<file path="config.mk">
export PLATFORM = sky130hd
export DESIGN_NAME = uart_tx_reporter_flat
export DESIGN_NICKNAME = d
export VERILOG_FILES = /design/src/rtl/uart_pkg.sv /design/src/rtl/uart_tx_reporter_if.sv /design/src/rtl/uart_tx_reporter_bin2bcd_seq.sv /design/src/rtl/uart_tx_reporter.sv /design/src/flat_wrapper.sv
export SDC_FILE = /design/constraint.sdc
export NUM_CORES = 1
export LEC_CHECK = 0
export BUFFER_PORTS_ARGS = -buffer_cell sky130_fd_sc_hd__buf_2
export CORE_ASPECT_RATIO = 1.25
export CORE_UTILIZATION = 50
export CTS_CLUSTER_DIAMETER = 100
export CTS_CLUSTER_SIZE = 8
export DETAILED_ROUTE_END_ITERATION = 8
export GPL_TIMING_DRIVEN = 0
export PLACE_DENSITY = 0.69
export SLEW_MARGIN = 10
export SYNTH_ARGS = -nofsm -noshare
export SYNTH_HDL_FRONTEND = slang
export SYNTH_HIERARCHICAL = 1
export SYNTH_SLANG_ARGS = --single-unit
</file>
<file path="constraint.sdc">
create_clock -name clk -period 8.2 [get_ports clk]
set_clock_uncertainty 0.1 [all_clocks]
set_input_delay 0.82 -clock clk [delete_from_list [all_inputs] [get_ports clk]]
set_output_delay 0.82 -clock clk [all_outputs]
set_load 0.1 [all_outputs]
</file>
<file path="src/rtl/uart_pkg.sv">
// Shared constants, types and byte-builder helpers for the UART TX reporter.
package uart_pkg;

  localparam int unsigned CNT_W   = 14;
  localparam int unsigned DIGITS  = 4;
  localparam int unsigned BCD_W   = 4 * DIGITS;
  localparam int unsigned MAX_VAL = 9999;
  localparam int unsigned ACK_LEN = 6;
  localparam int unsigned ERR_LEN = 4;
  localparam int unsigned RPT_LEN = 9 + DIGITS;
  localparam int unsigned IDX_W   = $clog2(RPT_LEN);
  localparam int unsigned STEP_W  = $clog2(CNT_W + 1);

  localparam logic [7:0] CH_CR    = 8'h0D;
  localparam logic [7:0] CH_LF    = 8'h0A;
  localparam logic [7:0] CH_SP    = 8'h20;
  localparam logic [7:0] CH_0     = 8'h30;
  localparam logic [7:0] CH_COLON = 8'h3A;
  localparam logic [7:0] CH_EQ    = 8'h3D;
  localparam logic [7:0] CH_C     = 8'h43;
  localparam logic [7:0] CH_D     = 8'h44;
  localparam logic [7:0] CH_E     = 8'h45;
  localparam logic [7:0] CH_H     = 8'h48;
  localparam logic [7:0] CH_K     = 8'h4B;
  localparam logic [7:0] CH_M     = 8'h4D;
  localparam logic [7:0] CH_N     = 8'h4E;
  localparam logic [7:0] CH_O     = 8'h4F;
  localparam logic [7:0] CH_R     = 8'h52;
  localparam logic [7:0] CH_S     = 8'h53;
  localparam logic [7:0] CH_T     = 8'h54;
  localparam logic [7:0] CH_U     = 8'h55;

  localparam logic [2:0] CMD_RUN   = 3'd0;
  localparam logic [2:0] CMD_CLEAR = 3'd1;
  localparam logic [2:0] CMD_MODE  = 3'd2;
  localparam logic [2:0] CMD_SETHZ = 3'd3;

  typedef enum logic [1:0] {IDLE, CONV, SEND_ACK, SEND_RPT} state_t;

  typedef struct packed {
    logic run;
    logic up;
  } snap_t;

  // Byte idx of an acknowledgement ("OK:x" CR LF or "ER" CR LF).
  function automatic logic [7:0] ack_byte(input logic [2:0] code, input logic [IDX_W-1:0] idx);
    logic [7:0]  b;
    int unsigned i;
    i = 32'(idx);
    b = 8'h00;
    if (code > CMD_SETHZ) begin
      case (i)
        0: b = CH_E;
        1: b = CH_R;
        2: b = CH_CR;
        3: b = CH_LF;
        default: b = 8'h00;
      endcase
    end else begin
      case (i)
        0: b = CH_O;
        1: b = CH_K;
        2: b = CH_COLON;
        3: begin
          case (code)
            CMD_RUN:   b = CH_R;
            CMD_CLEAR: b = CH_C;
            CMD_MODE:  b = CH_M;
            CMD_SETHZ: b = CH_H;
            default:   b = 8'h00;
          endcase
        end
        4: b = CH_CR;
        5: b = CH_LF;
        default: b = 8'h00;
      endcase
    end
    return b;
  endfunction

  // Byte idx of a status report ("CNT=dddd xy" CR LF).
  function automatic logic [7:0] rpt_byte(input logic [BCD_W-1:0] bcd, input snap_t s,
                                          input logic [IDX_W-1:0] idx);
    logic [7:0]       b;
    logic [BCD_W-1:0] t;
    int unsigned      i;
    i = 32'(idx);
    b = 8'h00;
    t = '0;
    if (i < 4) begin
      case (i)
        0: b = CH_C;
        1: b = CH_N;
        2: b = CH_T;
        default: b = CH_EQ;
      endcase
    end else if (i < 4 + DIGITS) begin
      t = bcd >> (4 * (DIGITS - 1 - (i - 4)));
      b = CH_0 + {4'h0, t[3:0]};
    end else begin
      case (i - 4 - DIGITS)
        0: b = CH_SP;
        1: b = s.run ? CH_R : CH_S;
        2: b = s.up ? CH_U : CH_D;
        3: b = CH_CR;
        4: b = CH_LF;
        default: b = 8'h00;
      endcase
    end
    return b;
  endfunction

endpackage

</file>
<file path="src/rtl/uart_tx_reporter_if.sv">
// Request side (decoder / counter core) and TX FIFO write side of the reporter.
interface uart_tx_reporter_if;
  import uart_pkg::*;

  logic             report_req;
  logic             ack_req;
  logic [2:0]       cmd_code;
  logic [CNT_W-1:0] count_val;
  logic             run_state;
  logic             mode_up;
  logic             fifo_full;
  logic             push;
  logic [7:0]       push_data;
  logic             busy;

  modport master (
    output report_req, ack_req, cmd_code, count_val, run_state, mode_up, fifo_full,
    input  push, push_data, busy
  );

  modport slave (
    input  report_req, ack_req, cmd_code, count_val, run_state, mode_up, fifo_full,
    output push, push_data, busy
  );

endinterface

</file>
<file path="src/rtl/uart_tx_reporter_bin2bcd_seq.sv">
// Sequential double-dabble converter: one bit per cycle, done pulses CNT_W+1 cycles after start.
module bin2bcd_seq
  import uart_pkg::*;
(
  input  logic             clk,
  input  logic             rst,
  input  logic             start,
  input  logic [CNT_W-1:0] bin,
  output logic [BCD_W-1:0] bcd,
  output logic             done
);

  logic [CNT_W-1:0]  sh;
  logic [BCD_W-1:0]  acc;
  logic [BCD_W-1:0]  adj_c;
  logic [STEP_W-1:0] cnt;
  logic              run;

  // Add 3 to every digit of 5 or more before the next shift.
  for (genvar d = 0; d < DIGITS; d++) begin : g_adj
    assign adj_c[4*d +: 4] = (acc[4*d +: 4] >= 4'd5) ? acc[4*d +: 4] + 4'd3 : acc[4*d +: 4];
  end

  always_ff @(posedge clk or negedge rst) begin
    if (!rst) begin
      sh   <= '0;
      acc  <= '0;
      cnt  <= '0;
      run  <= 1'b0;
      done <= 1'b0;
    end else begin
      done <= 1'b0;
      if (start) begin
        sh  <= bin;
        acc <= '0;
        cnt <= STEP_W'(CNT_W);
        run <= 1'b1;
      end else if (run) begin
        acc <= {adj_c[BCD_W-2:0], sh[CNT_W-1]};
        sh  <= sh << 1;
        cnt <= cnt - STEP_W'(1);
        if (cnt == STEP_W'(1)) begin
          run  <= 1'b0;
          done <= 1'b1;
        end
      end
    end
  end

  assign bcd = acc;

endmodule

</file>
<file path="src/rtl/uart_tx_reporter.sv">
// Builds ASCII acks and status reports and pushes them byte-by-byte into the TX FIFO.
module uart_tx_reporter
  import uart_pkg::*;
(
  input  logic               clk,
  input  logic               rst,
  uart_tx_reporter_if.slave  bus
);

  state_t           state;
  logic [IDX_W-1:0] idx;
  logic             ack_pend;
  logic [2:0]       ack_code;
  logic             rpt_pend;
  logic [2:0]       cur_code;
  snap_t            snap;
  logic [7:0]       push_data_r;
  logic             busy_r;

  logic             send_c;
  logic             push_c;
  logic             last_c;
  logic             start_rpt_c;
  logic [CNT_W-1:0] bin_c;
  logic [7:0]       nxt_byte_c;
  logic [BCD_W-1:0] bcd;
  logic             bcd_done;

  assign send_c      = (state == SEND_ACK) || (state == SEND_RPT);
  assign push_c      = send_c && !bus.fifo_full;
  assign start_rpt_c = (state == IDLE) && !ack_pend && rpt_pend;
  assign bin_c       = (bus.count_val > CNT_W'(MAX_VAL)) ? CNT_W'(MAX_VAL) : bus.count_val;
  assign nxt_byte_c  = (state == SEND_ACK) ? ack_byte(cur_code, idx + IDX_W'(1))
                                           : rpt_byte(bcd, snap, idx + IDX_W'(1));

  always_comb begin
    last_c = 1'b0;
    if (state == SEND_ACK)
      last_c = (idx == IDX_W'(((cur_code > CMD_SETHZ) ? ERR_LEN : ACK_LEN) - 1));
    else if (state == SEND_RPT)
      last_c = (idx == IDX_W'(RPT_LEN - 1));
  end

  bin2bcd_seq u_bcd (
    .clk   (clk),
    .rst   (rst),
    .start (start_rpt_c),
    .bin   (bin_c),
    .bcd   (bcd),
    .done  (bcd_done)
  );

  always_ff @(posedge clk or negedge rst) begin
    if (!rst) begin
      state       <= IDLE;
      idx         <= '0;
      ack_pend    <= 1'b0;
      ack_code    <= '0;
      rpt_pend    <= 1'b0;
      cur_code    <= '0;
      snap        <= '0;
      push_data_r <= 8'h00;
      busy_r      <= 1'b0;
    end else begin
      // A request landing in the same cycle its flag is consumed stays pending.
      if ((state == IDLE) && ack_pend) ack_pend <= 1'b0;
      if (bus.ack_req) begin
        ack_pend <= 1'b1;
        ack_code <= bus.cmd_code;
      end
      if (start_rpt_c) rpt_pend <= 1'b0;
      if (bus.report_req) rpt_pend <= 1'b1;

      unique case (state)
        IDLE: begin
          if (ack_pend) begin
            state       <= SEND_ACK;
            cur_code    <= ack_code;
            idx         <= '0;
            push_data_r <= ack_byte(ack_code, '0);
            busy_r      <= 1'b1;
          end else if (rpt_pend) begin
            state  <= CONV;
            snap   <= '{run: bus.run_state, up: bus.mode_up};
            busy_r <= 1'b1;
          end
        end
        CONV: begin
          if (bcd_done) begin
            state       <= SEND_RPT;
            idx         <= '0;
            push_data_r <= rpt_byte(bcd, snap, '0);
          end
        end
        SEND_ACK, SEND_RPT: begin
          if (push_c) begin
            if (last_c) begin
              state       <= IDLE;
              idx         <= '0;
              push_data_r <= 8'h00;
              busy_r      <= 1'b0;
            end else begin
              idx         <= idx + IDX_W'(1);
              push_data_r <= nxt_byte_c;
            end
          end
        end
        default: state <= IDLE;
      endcase
    end
  end

  assign bus.push      = push_c;
  assign bus.push_data = push_data_r;
  assign bus.busy      = busy_r;

endmodule

</file>
<file path="src/flat_wrapper.sv">
// flat-port wrapper written by rule: the top's interface ports become plain ports
module uart_tx_reporter_flat import uart_pkg::*;
  (clk, rst, bus_report_req, bus_ack_req, bus_cmd_code, bus_count_val, bus_run_state, bus_mode_up, bus_fifo_full, bus_push, bus_push_data, bus_busy);
  uart_tx_reporter_if bus_i ();
  input  logic clk;
  input  logic rst;
  input wire logic [$bits(bus_i.report_req)-1:0] bus_report_req;
  input wire logic [$bits(bus_i.ack_req)-1:0] bus_ack_req;
  input wire logic [$bits(bus_i.cmd_code)-1:0] bus_cmd_code;
  input wire logic [$bits(bus_i.count_val)-1:0] bus_count_val;
  input wire logic [$bits(bus_i.run_state)-1:0] bus_run_state;
  input wire logic [$bits(bus_i.mode_up)-1:0] bus_mode_up;
  input wire logic [$bits(bus_i.fifo_full)-1:0] bus_fifo_full;
  output wire logic [$bits(bus_i.push)-1:0] bus_push;
  output wire logic [$bits(bus_i.push_data)-1:0] bus_push_data;
  output wire logic [$bits(bus_i.busy)-1:0] bus_busy;
  assign bus_i.report_req = bus_report_req;
  assign bus_i.ack_req = bus_ack_req;
  assign bus_i.cmd_code = bus_cmd_code;
  assign bus_i.count_val = bus_count_val;
  assign bus_i.run_state = bus_run_state;
  assign bus_i.mode_up = bus_mode_up;
  assign bus_i.fifo_full = bus_fifo_full;
  assign bus_push = bus_i.push;
  assign bus_push_data = bus_i.push_data;
  assign bus_busy = bus_i.busy;
  uart_tx_reporter u_core (.clk(clk), .rst(rst), .bus(bus_i));
endmodule
</file>
# Word level (Yosys, flattened, before mapping)
# Cells that the tools add are included.
# totals
ff_bits	61
input_bits	24
out_inout_bits	10
word_cells	138
# op_classes
addsub	11
magnitude_cmp	9
eq_ne	23
shifts	1
mux	57
n_bitwise	1
reduce_logical	21
# op_table
operator	n
== test 32 x 2 -> 1 bit, second input constant	2
two-way mux 8 bit	8
one-hot mux 7 bit (4 select lines)	2
one-hot mux 8 bit (6 select lines)	1
two-way mux 14 bit	3
two-way mux 4 bit	10
one-hot mux 8 bit (5 select lines)	1
== test 32 x 1 -> 1 bit, second input constant	1
== test 32 x 3 -> 1 bit, second input constant	1
logical NOT 32 bit	1
two-way mux 16 bit	2
right shift 16 x 32 -> 4 bit	1
subtractor 32 x 3 -> 32 bit, second input constant	1
subtractor 2 x 30 -> 30 bit, first input constant	1
one-hot mux 8 bit (3 select lines)	1
one-hot mux 7 bit (3 select lines)	1
two-way mux 1 bit	17
greater-or-equal comparator 4 x 3 -> 1 bit, second input constant	4
greater-than comparator 14 bit, second input constant	1
adder 4 x 2 -> 4 bit, second input constant	3
two-way mux 2 bit	6
one-hot mux 4 bit (3 select lines)	1
== test 4 x 1 -> 1 bit, second input constant	2
== test 4 x 2 -> 1 bit, second input constant	2
34 further kinds	50

# Longest topological paths before layout
# Gate-level depths: netlist (run 1).
# depth
depth_word	11
depth_mapped	13
ltp_nobuf	12

# By module
# The synthesis (run 1) kept the hierarchy.
# by_module_without_submodules
mod	n_inst	cells_per_inst	area_per_inst_um2	seq_area_each_um2
uart_tx_reporter	1	239	1993.2	600.6
bin2bcd_seq	1	200	1949.4	900.9

# Least setup slack after synthesis (run 1)
# Ideal clock, no wire load.
# synth_timing
path_type	register to register
start	register u_core.idx[1]
end	register u_core.push_data_r[0] (netlist: u_core/bus.push_data[0])
t_arrival_ps	2496
slack_ps	5475
stages_incl_launch_ff	14
n_path_buf	1
synth_period_minus_slack_ps	2725
cell_sequence	dfrtp_1 > ha_1 > inv_2 > or3_1 > o21ai_2 > inv_2 > buf_6 > ha_1 > nand3_1 > o21ai_0 > o21ai_0 > o21ai_0 > a311oi_1 > o31ai_1
# synth_via
elab_chain_cells	11
# synth_rtl
element	line_no	rtl
start: declaration	uart_tx_reporter.sv:11	logic [IDX_W-1:0] idx;
start signal: assignment	uart_tx_reporter.sv:103	idx <= idx + IDX_W'(1);
adder 4 x 1 -> 4 bit	uart_tx_reporter.sv:33, uart_tx_reporter.sv:34	
subtractor 4 x 3 -> 5 bit	uart_pkg.sv:98, uart_pkg.sv:101	
subtractor 2 x 30 -> 30 bit / subtractor 32 x 3 -> 32 bit (equally long branches)	uart_pkg.sv:98, uart_pkg.sv:101	
right shift 16 x 32 -> 4 bit (tied with other cells)	uart_pkg.sv:98	t = bcd >> (4 * (DIGITS - 1 - (i - 4)));
adder 6 x 4 -> 7 bit / one-hot mux 8 bit (5 select lines) (equally long branches)	uart_pkg.sv:99, uart_pkg.sv:101	
two-way mux 8 bit	uart_pkg.sv:97	end else if (i < 4 + DIGITS) begin
two-way mux 8 bit	uart_pkg.sv:90	if (i < 4) begin
two-way mux 8 bit	uart_tx_reporter.sv:33	assign nxt_byte_c = (state == SEND_ACK) ? ack_byte(cur_code, idx + IDX_W'(1))
two-way mux 8 bit (*)	uart_tx_reporter.sv:97	if (last_c) begin
two-way mux 8 bit (*)	uart_tx_reporter.sv:96	if (push_c) begin
one-hot mux 8 bit (3 select lines) (*)	uart_tx_reporter.sv:74	unique case (state)
end signal: assignment	uart_tx_reporter.sv:80	push_data_r <= ack_byte(ack_code, '0);
end signal: assignment	uart_tx_reporter.sv:92	push_data_r <= rpt_byte(bcd, snap, '0);
end signal: assignment	uart_tx_reporter.sv:104	push_data_r <= nxt_byte_c;
end: declaration	uart_tx_reporter.sv:17	logic [7:0] push_data_r;
# Every way passes the cells marked *; elsewhere a longest branch is shown, timed or not. The select of a mux whose other input is x is not followed.
# A chain may end at the register's enable or synchronous reset.

# Worst setup path after layout (run 1)
# Ends and elaborated chain as after synthesis.

==> flow_metrics.tcl, run 1 <==
set metrics [dict create \
    status "finished clean" \
    setup_viol 0 \
    first_iter_violations 173 \
    grt.overflow.total 0 \
    ant_nets 0 \
    p_int_w 0.000608 \
    routed_via_density 5.95 \
    netlist_instances 439 \
    critical_path_class "reg2reg" \
    synth_compound_area_frac 0.199 \
    comb_power_share 0.487 \
    dieWidth_um 81.4 \
    reg2reg_setup_slack_ns 5.07 \
    synth-simple-area-share 0.187 \
    final_cells 578 \
    whs_ns 0.377 \
    p_per_area_mw_per_mm2 260 \
    final_net_count 524 \
    synth_adder_area_share 0.0571 \
    drive_above_1_share 0.175 \
    syn_area_per_cell_um2 8.98 \
    swShare 0.467 \
    synth_top_family_by_area "compound AO/OA/AOI/OAI gates" \
    crit_path_end "u_core/bus.push_data[0]" \
    syn_nets 481 \
    clkSlewWorstSetupHoldPaths_ns 0.07 \
    synth.area.top_cells "dfrtp_1 (38%), ha_1 (5.7%), o21ai_0 (5.2%), mux2i_1 (5.1%), nand2_1 (4.6%)" \
    arrival_ns 3.25 \
    grt.total_usage 0.248 \
    tns_ns 0 \
    worstReg2RegEnd "u_core/bus.push_data[0]" \
    drt-wirelength-per-cell_um 16.1 \
    clock_sinks 60 \
    min_from "u_core/bus.busy" \
    synthArstFlopShare 1.00 \
    fin_crit_ns 3.13 \
    cts_resized 0 \
    startpoint_type "register" \
    yosys_warnings 6 \
    synth_area_leader_cell "dfrtp_1" \
    finalHoldViolations 0 \
    drv_cap 0 \
    synth-seq-area-share 0.381 \
    die_h_um 101 \
    dieArea_mm2 0.00825 \
    cts_tree "built" \
    worst_pin_slew_ns 0.751 \
    fin_ws_ns 5.07 \
    post_cts_buffers 0 \
    rsz0062_at_grt "false" \
    grt_pass1_vias 3312 \
    num_rows 35 \
    grt_pass1_wl_mm 15.5 \
    synth-xor-area-share 0.0156 \
    worstPathMaxFanout 10 \
    clockBufferDepth 2 \
    detailedPlace.worstSlack_ns 5.11 \
    cts_max_level 3 \
    r2r_cells 13 \
    cp.required_ns 8.32 \
    synthesis.area_mm2 0.00394 \
    grt_max_degree 61 \
    ys.flop_type "dfrtp_1" \
    num_vias 3438 \
    synth-seq-cells 60 \
    synthMuxAreaShare 0.0851 \
    r2r_start "u_core/idx[1]" \
    min_period_over_period 0.382 \
    io_pins 34 \
    hold_buffers 0 \
    pwr-share-seq 0.307 \
    area_delta_synth_final_pct 11.3 \
    switching_power_w 0.000534 \
    placedCellCount 563 \
    fmax_mhz 320 \
    drc 0 \
    relSlewSlack 0.496 \
    initial_utilization 0.526 \
    hp-class "reg2reg" \
    p_clk_frac 0.206 \
    place_hpwl_mm 6.78 \
    io_buffer_count 32 \
    synth_cell_type_count 67 \
    antenna_found_initial 0 \
    cts_root_buf "clkbuf_8" \
    p_leak_nw 1.81 \
    diodes 0 \
    end_kind "register" \
    synth_top_area_frac 0.381 \
    place.gp.congestion 0.909 \
    design.core.area_mm2 0.00749 \
    numCtsBuffers 9 \
    firstDrtPassIters 4 \
    clkLatencyLatePin_ns 0.35 \
    crit_start "u_core/idx[1]" \
    synth_enable_flop_cells 0 \
    drv_slew 0 \
    drt_wl_total_mm 9.31 \
    peakVddDrop_mv 0.216 \
]
## cells in the final DEF (no fill, tap or decap), drive strengths merged, types with 3 or more instances in the layout
cell type	instances
dfrtp	60
nand2	49
buf	47
o21ai	45
inv	29
nor2	27
clkbuf	24
mux2i	20
ha	18
a21oi	18
nand2b	15
nand3	13
mux2	8
nand4	8
nor3	6
nor2b	5
and2	5
nor4	5
o211ai	5
clkinv	5
a211oi	5
o31ai	4
a22oi	4
a31oi	4
o22ai	4
xor2	4
xnor2	3
a311oi	3
o32ai	3
o311ai	3
## synthesized netlist by cell type (7+ instances only)
cell type,instances
o21ai_0,41
nand2_1,48
ha_1,18
mux2_2,8
clkbuf_1,14
nand2b_1,15
buf_4,7
nand4_1,8
inv_1,25
mux2i_1,20
dfrtp_1,60
nand3_1,12
a21oi_1,16
nor2_1,26
## state kept, by name, summed over array words and instances (netlist names)
signal,flops
u_core/u_bcd/run,1
u_core/ack_code,3
u_core/cur_code,3
u_core/ack_pend,1
u_core/idx,4
u_core/bus.push_data,7
u_core/snap,2
u_core/rpt_pend,1
u_core/state,2
u_core/u_bcd/bcd,16
u_core/u_bcd/done,1
u_core/u_bcd/sh,14
u_core/bus.busy,1
u_core/u_bcd/cnt,4
## through the flow
| step | total power (W) | cell area, um^2 | utilization |
|---|---|---|---|
| after floorplan | 0.000802 | 3940 | - |
| after global placement | 0.000903 | 4220 | 0.563 |
| after detailed placement | 0.000909 | 4220 | 0.564 |
| after CTS | 0.00114 | 4390 | 0.586 |
| after global routing | 0.00121 | 4390 | 0.586 |
| final | 0.00114 | 4390 | 0.586 |
## metal layers
| metal | GRT usage | wire, um | part of all wire | vias up |
|---|---|---|---|---|
| met4 | 0.132 | 314 | 0.034 | 0 |
| met3 | 0.0568 | 525 | 0.056 | 28 |
| met5 | 0 | 0 | 0 | - |
| met2 | 0.422 | 4680 | 0.50 | 121 |
| met1 | 0.285 | 3790 | 0.41 | 1631 |
| li1 | - | - | - | 1658 |
## final cells by class
class                           count  area (um^2)
Clock inverter                      5         28.8
Fill cell                         693         3100
Tap cell                           92          115
Buffer                             29          183
Multi-Input combinational cell    321         2150
Sequential cell                    60         1500
Clock buffer                       10          138
Inverter                           29          111
Timing Repair Buffer               32          163
## worst min-delay path by stage
stage / to / slack, ns / cells after the start
floorplan: u_core/cur_code[0] / 0.38 / 1
global placement: u_core/bus.busy / 0.36 / 2
detailed placement: u_core/bus.busy / 0.36 / 2
CTS: u_core/bus.busy / 0.38 / 2
global route: u_core/bus.push_data[5] / 0.42 / 1
finish: u_core/bus.busy / 0.38 / 2
## cells by family after synthesis
logic type | count (synthesis)
compound gates | 119
xor+xnor | 7
fa+ha+maj | 18
buf+inv | 58
flops | 60
mux | 30
other cells | 1
simple gates | 146
## power by group through the flow
stage               sequential [W]  clock, W  combinational [W]
global route              0.000357  0.000253           0.000602
finish                    0.000351  0.000236           0.000556
floorplan                 0.000494         0           0.000308
CTS                       0.000352  0.000241           0.000553
global placement          0.000356         0           0.000547
detailed placement        0.000357         0           0.000552
## worst max-delay path, cell delays in order, from the launching register on
cell and delay [ns]:
dfrtp_1 0.54, ha_1 0.40, inv_2 0.04, or3_1 0.35
o21ai_2 0.12, inv_2 0.08, buf_6 0.15, ha_1 0.33
nand3_1 0.10, o21ai_0 0.08, o21ai_0 0.17, o21ai_0 0.12
a311oi_1 0.32, o31ai_1 0.11
No activity file was read; power rests on OpenSTA's default activity.
==> run 2, diff against run 1 <==
==> constraint.sdc (replaced) <==
create_clock -name clk -period 2.9 [get_ports clk]
set_clock_uncertainty 0.1 [all_clocks]
set_input_delay 0.29 -clock clk [delete_from_list [all_inputs] [get_ports clk]]
set_output_delay 0.29 -clock clk [all_outputs]
set_load 0.1 [all_outputs]
==> flow_metrics.tcl, run 2 (synthesized netlist as in run 1, its figures left out) <==
set metrics [dict create \
    status "finished clean" \
    drv_slew 0 \
    rsz0062_at_grt "false" \
    drc 0 \
    finalHoldViolations 0 \
    switching_power_w 0.00154 \
    clkLatencyLatePin_ns 0.35 \
    grt.overflow.total 0 \
    startpoint_type "register" \
    initial_utilization 0.526 \
    p_clk_frac 0.202 \
    arrival_ns 2.83 \
    drive_above_1_share 0.191 \
    dieArea_mm2 0.00825 \
    reg2reg_setup_slack_ns 0.20 \
    firstDrtPassIters 5 \
    die_h_um 101 \
    relSlewSlack 0.455 \
    drv_cap 0 \
    io_pins 34 \
    hp-class "in2reg" \
    detailedPlace.worstSlack_ns -0.190 \
    drt_wl_total_mm 9.48 \
    num_rows 35 \
    diodes 0 \
    fin_crit_ns 2.70 \
    io_buffer_count 32 \
    comb_power_share 0.500 \
    area_delta_synth_final_pct 13.1 \
    finalInstanceArea_mm2 0.00446 \
    design.core.area_mm2 0.00749 \
    fin_ws_ns 0.197 \
    clockBufferDepth 2 \
    cts_max_level 3 \
    routed_via_density 5.99 \
    final_common_cell "dfrtp_1" \
    r2r_cells 13 \
    antenna_found_initial 0 \
    cp.required_ns 3.02 \
    cts_tree "built" \
    grt_max_degree 61 \
    clkSlewWorstSetupHoldPaths_ns 0.07 \
    worst_pin_slew_ns 0.811 \
    worstPathMaxFanout 10 \
    final_net_count 529 \
    fmax_mhz 370 \
    pwr-share-seq 0.298 \
    dieWidth_um 81.4 \
    num_vias 3491 \
    cts_root_buf "clkbuf_8" \
    layout_common_cells "dfrtp_1 (58), nand2_1 (47), o21ai_0 (40)" \
    holdPathEnd "u_core/rpt_pend" \
    grt_pass1_vias 3316 \
    ant_nets 0 \
    grt_pass1_wl_mm 15.5 \
    clock_sinks 60 \
    setup_viol 0 \
    numCtsBuffers 9 \
    hold_path_depth 2 \
    r2r_start "u_core/idx[3]" \
    fill_cells 686 \
    swShare 0.466 \
    peakVddDrop_mv 0.612 \
    min_from "bus_report_req" \
    drt-wirelength-per-cell_um 16.3 \
    end_kind "register" \
    p_int_w 0.00177 \
    p_per_area_mw_per_mm2 741 \
    min_period_over_period 0.932 \
    first_iter_violations 165 \
    place_hpwl_mm 6.78 \
    p_leak_nw 1.84 \
    critical_path_class "reg2reg" \
    place.gp.congestion 0.909 \
    worstReg2RegEnd "u_core/bus.push_data[0]" \
    grt.total_usage 0.248 \
    placed_area_mm2 0.00422 \
    largest_reg_flops 16 \
]
## run 2: cell count changes in the layout (fill, tap and decap cells not counted), sizes merged
cell         before  now
dlygate4sd3       0    1
buf              47   51
## run 2: critical path: stages, from the launching register on
cell	delay, ns
dfrtp_1	0.34
buf_6	0.14
inv_1	0.11
or3_4	0.41
o21ai_4	0.10
inv_2	0.07
buf_6	0.14
ha_1	0.33
nand3_1	0.10
o21ai_0	0.09
o21ai_1	0.13
o21ai_0	0.11
a311oi_1	0.30
o31ai_1	0.11
## run 2: area by class of cell
type                    instances  area, um^2  share of cell area
multi-input cells             321        2170               0.488
repair buffers                 37         203              0.0454
well taps                      92         115              0.0258
inverters                      29         111              0.0250
clock buffers                  10         138              0.0309
clock inverters                 5        28.8             0.00645
plain buffers                  29         186              0.0418
flip-flops and latches         60        1500               0.337
## run 2: worst max-delay path by stage
stage	slack (ns)	startpoint	to
6_report	0.20	u_core/idx[3]	u_core/bus.push_data[0]
3_5_place_dp	-0.19	u_core/idx[1]	u_core/bus.push_data[0]
4_1_cts	0.05	u_core/idx[1]	u_core/bus.push_data[0]
5_1_grt	0.008	u_core/idx[1]	u_core/bus.push_data[0]
3_3_place_gp	-0.16	u_core/idx[1]	u_core/bus.push_data[0]
2_1_floorplan	0.18	u_core/idx[1]	u_core/bus.push_data[0]
## run 2: power by group through the flow
stage / Combinational (W) / Sequential [W] / Clock (W)
after floorplan: 0.000870 / 0.00140 / 0
after global placement: 0.00155 / 0.00101 / 0
after detailed placement: 0.00156 / 0.00101 / 0
after CTS: 0.00157 / 0.00100 / 0.000681
after global routing: 0.00178 / 0.00100 / 0.000714
final: 0.00165 / 0.000985 / 0.000667
## run 2: per-stage QoR
stage / total power (W) / cells / TNS [ns] / hold WS, ns / util
4_1_cts: 0.00325 / 579 / 0 / 0.00888 / 0.589
3_5_place_dp: 0.00257 / 563 / -0.192 / 0.315 / 0.564
6_report: 0.00331 / 583 / 0 / 0.0244 / 0.596
3_3_place_gp: 0.00255 / 563 / -0.160 / 0.361 / 0.563
5_1_grt: 0.00350 / 583 / 0 / 0.0209 / 0.596
2_1_floorplan: 0.00227 / 439 / 0 / -0.106 / -
## run 2: timing repair
action | CTS | global route
gates resized for setup | 4 | 5
buffers inserted | 0 | 4
endpoints found under the hold margin | 60 | 0
hold buffers | 1 | 0
endpoints found under the setup margin | 2 | 1
cloned | 0 | 0
pin swaps | 0 | 3
## run 2: routing by layer
metal | global-route usage | vias to the layer above | part of all wire
li1 | - | 1670 | -
met4 | 0.132 | 0 | 0.035
met3 | 0.0568 | 29 | 0.046
met1 | 0.286 | 1672 | 0.41
met5 | 0 | - | 0
met2 | 0.422 | 120 | 0.51
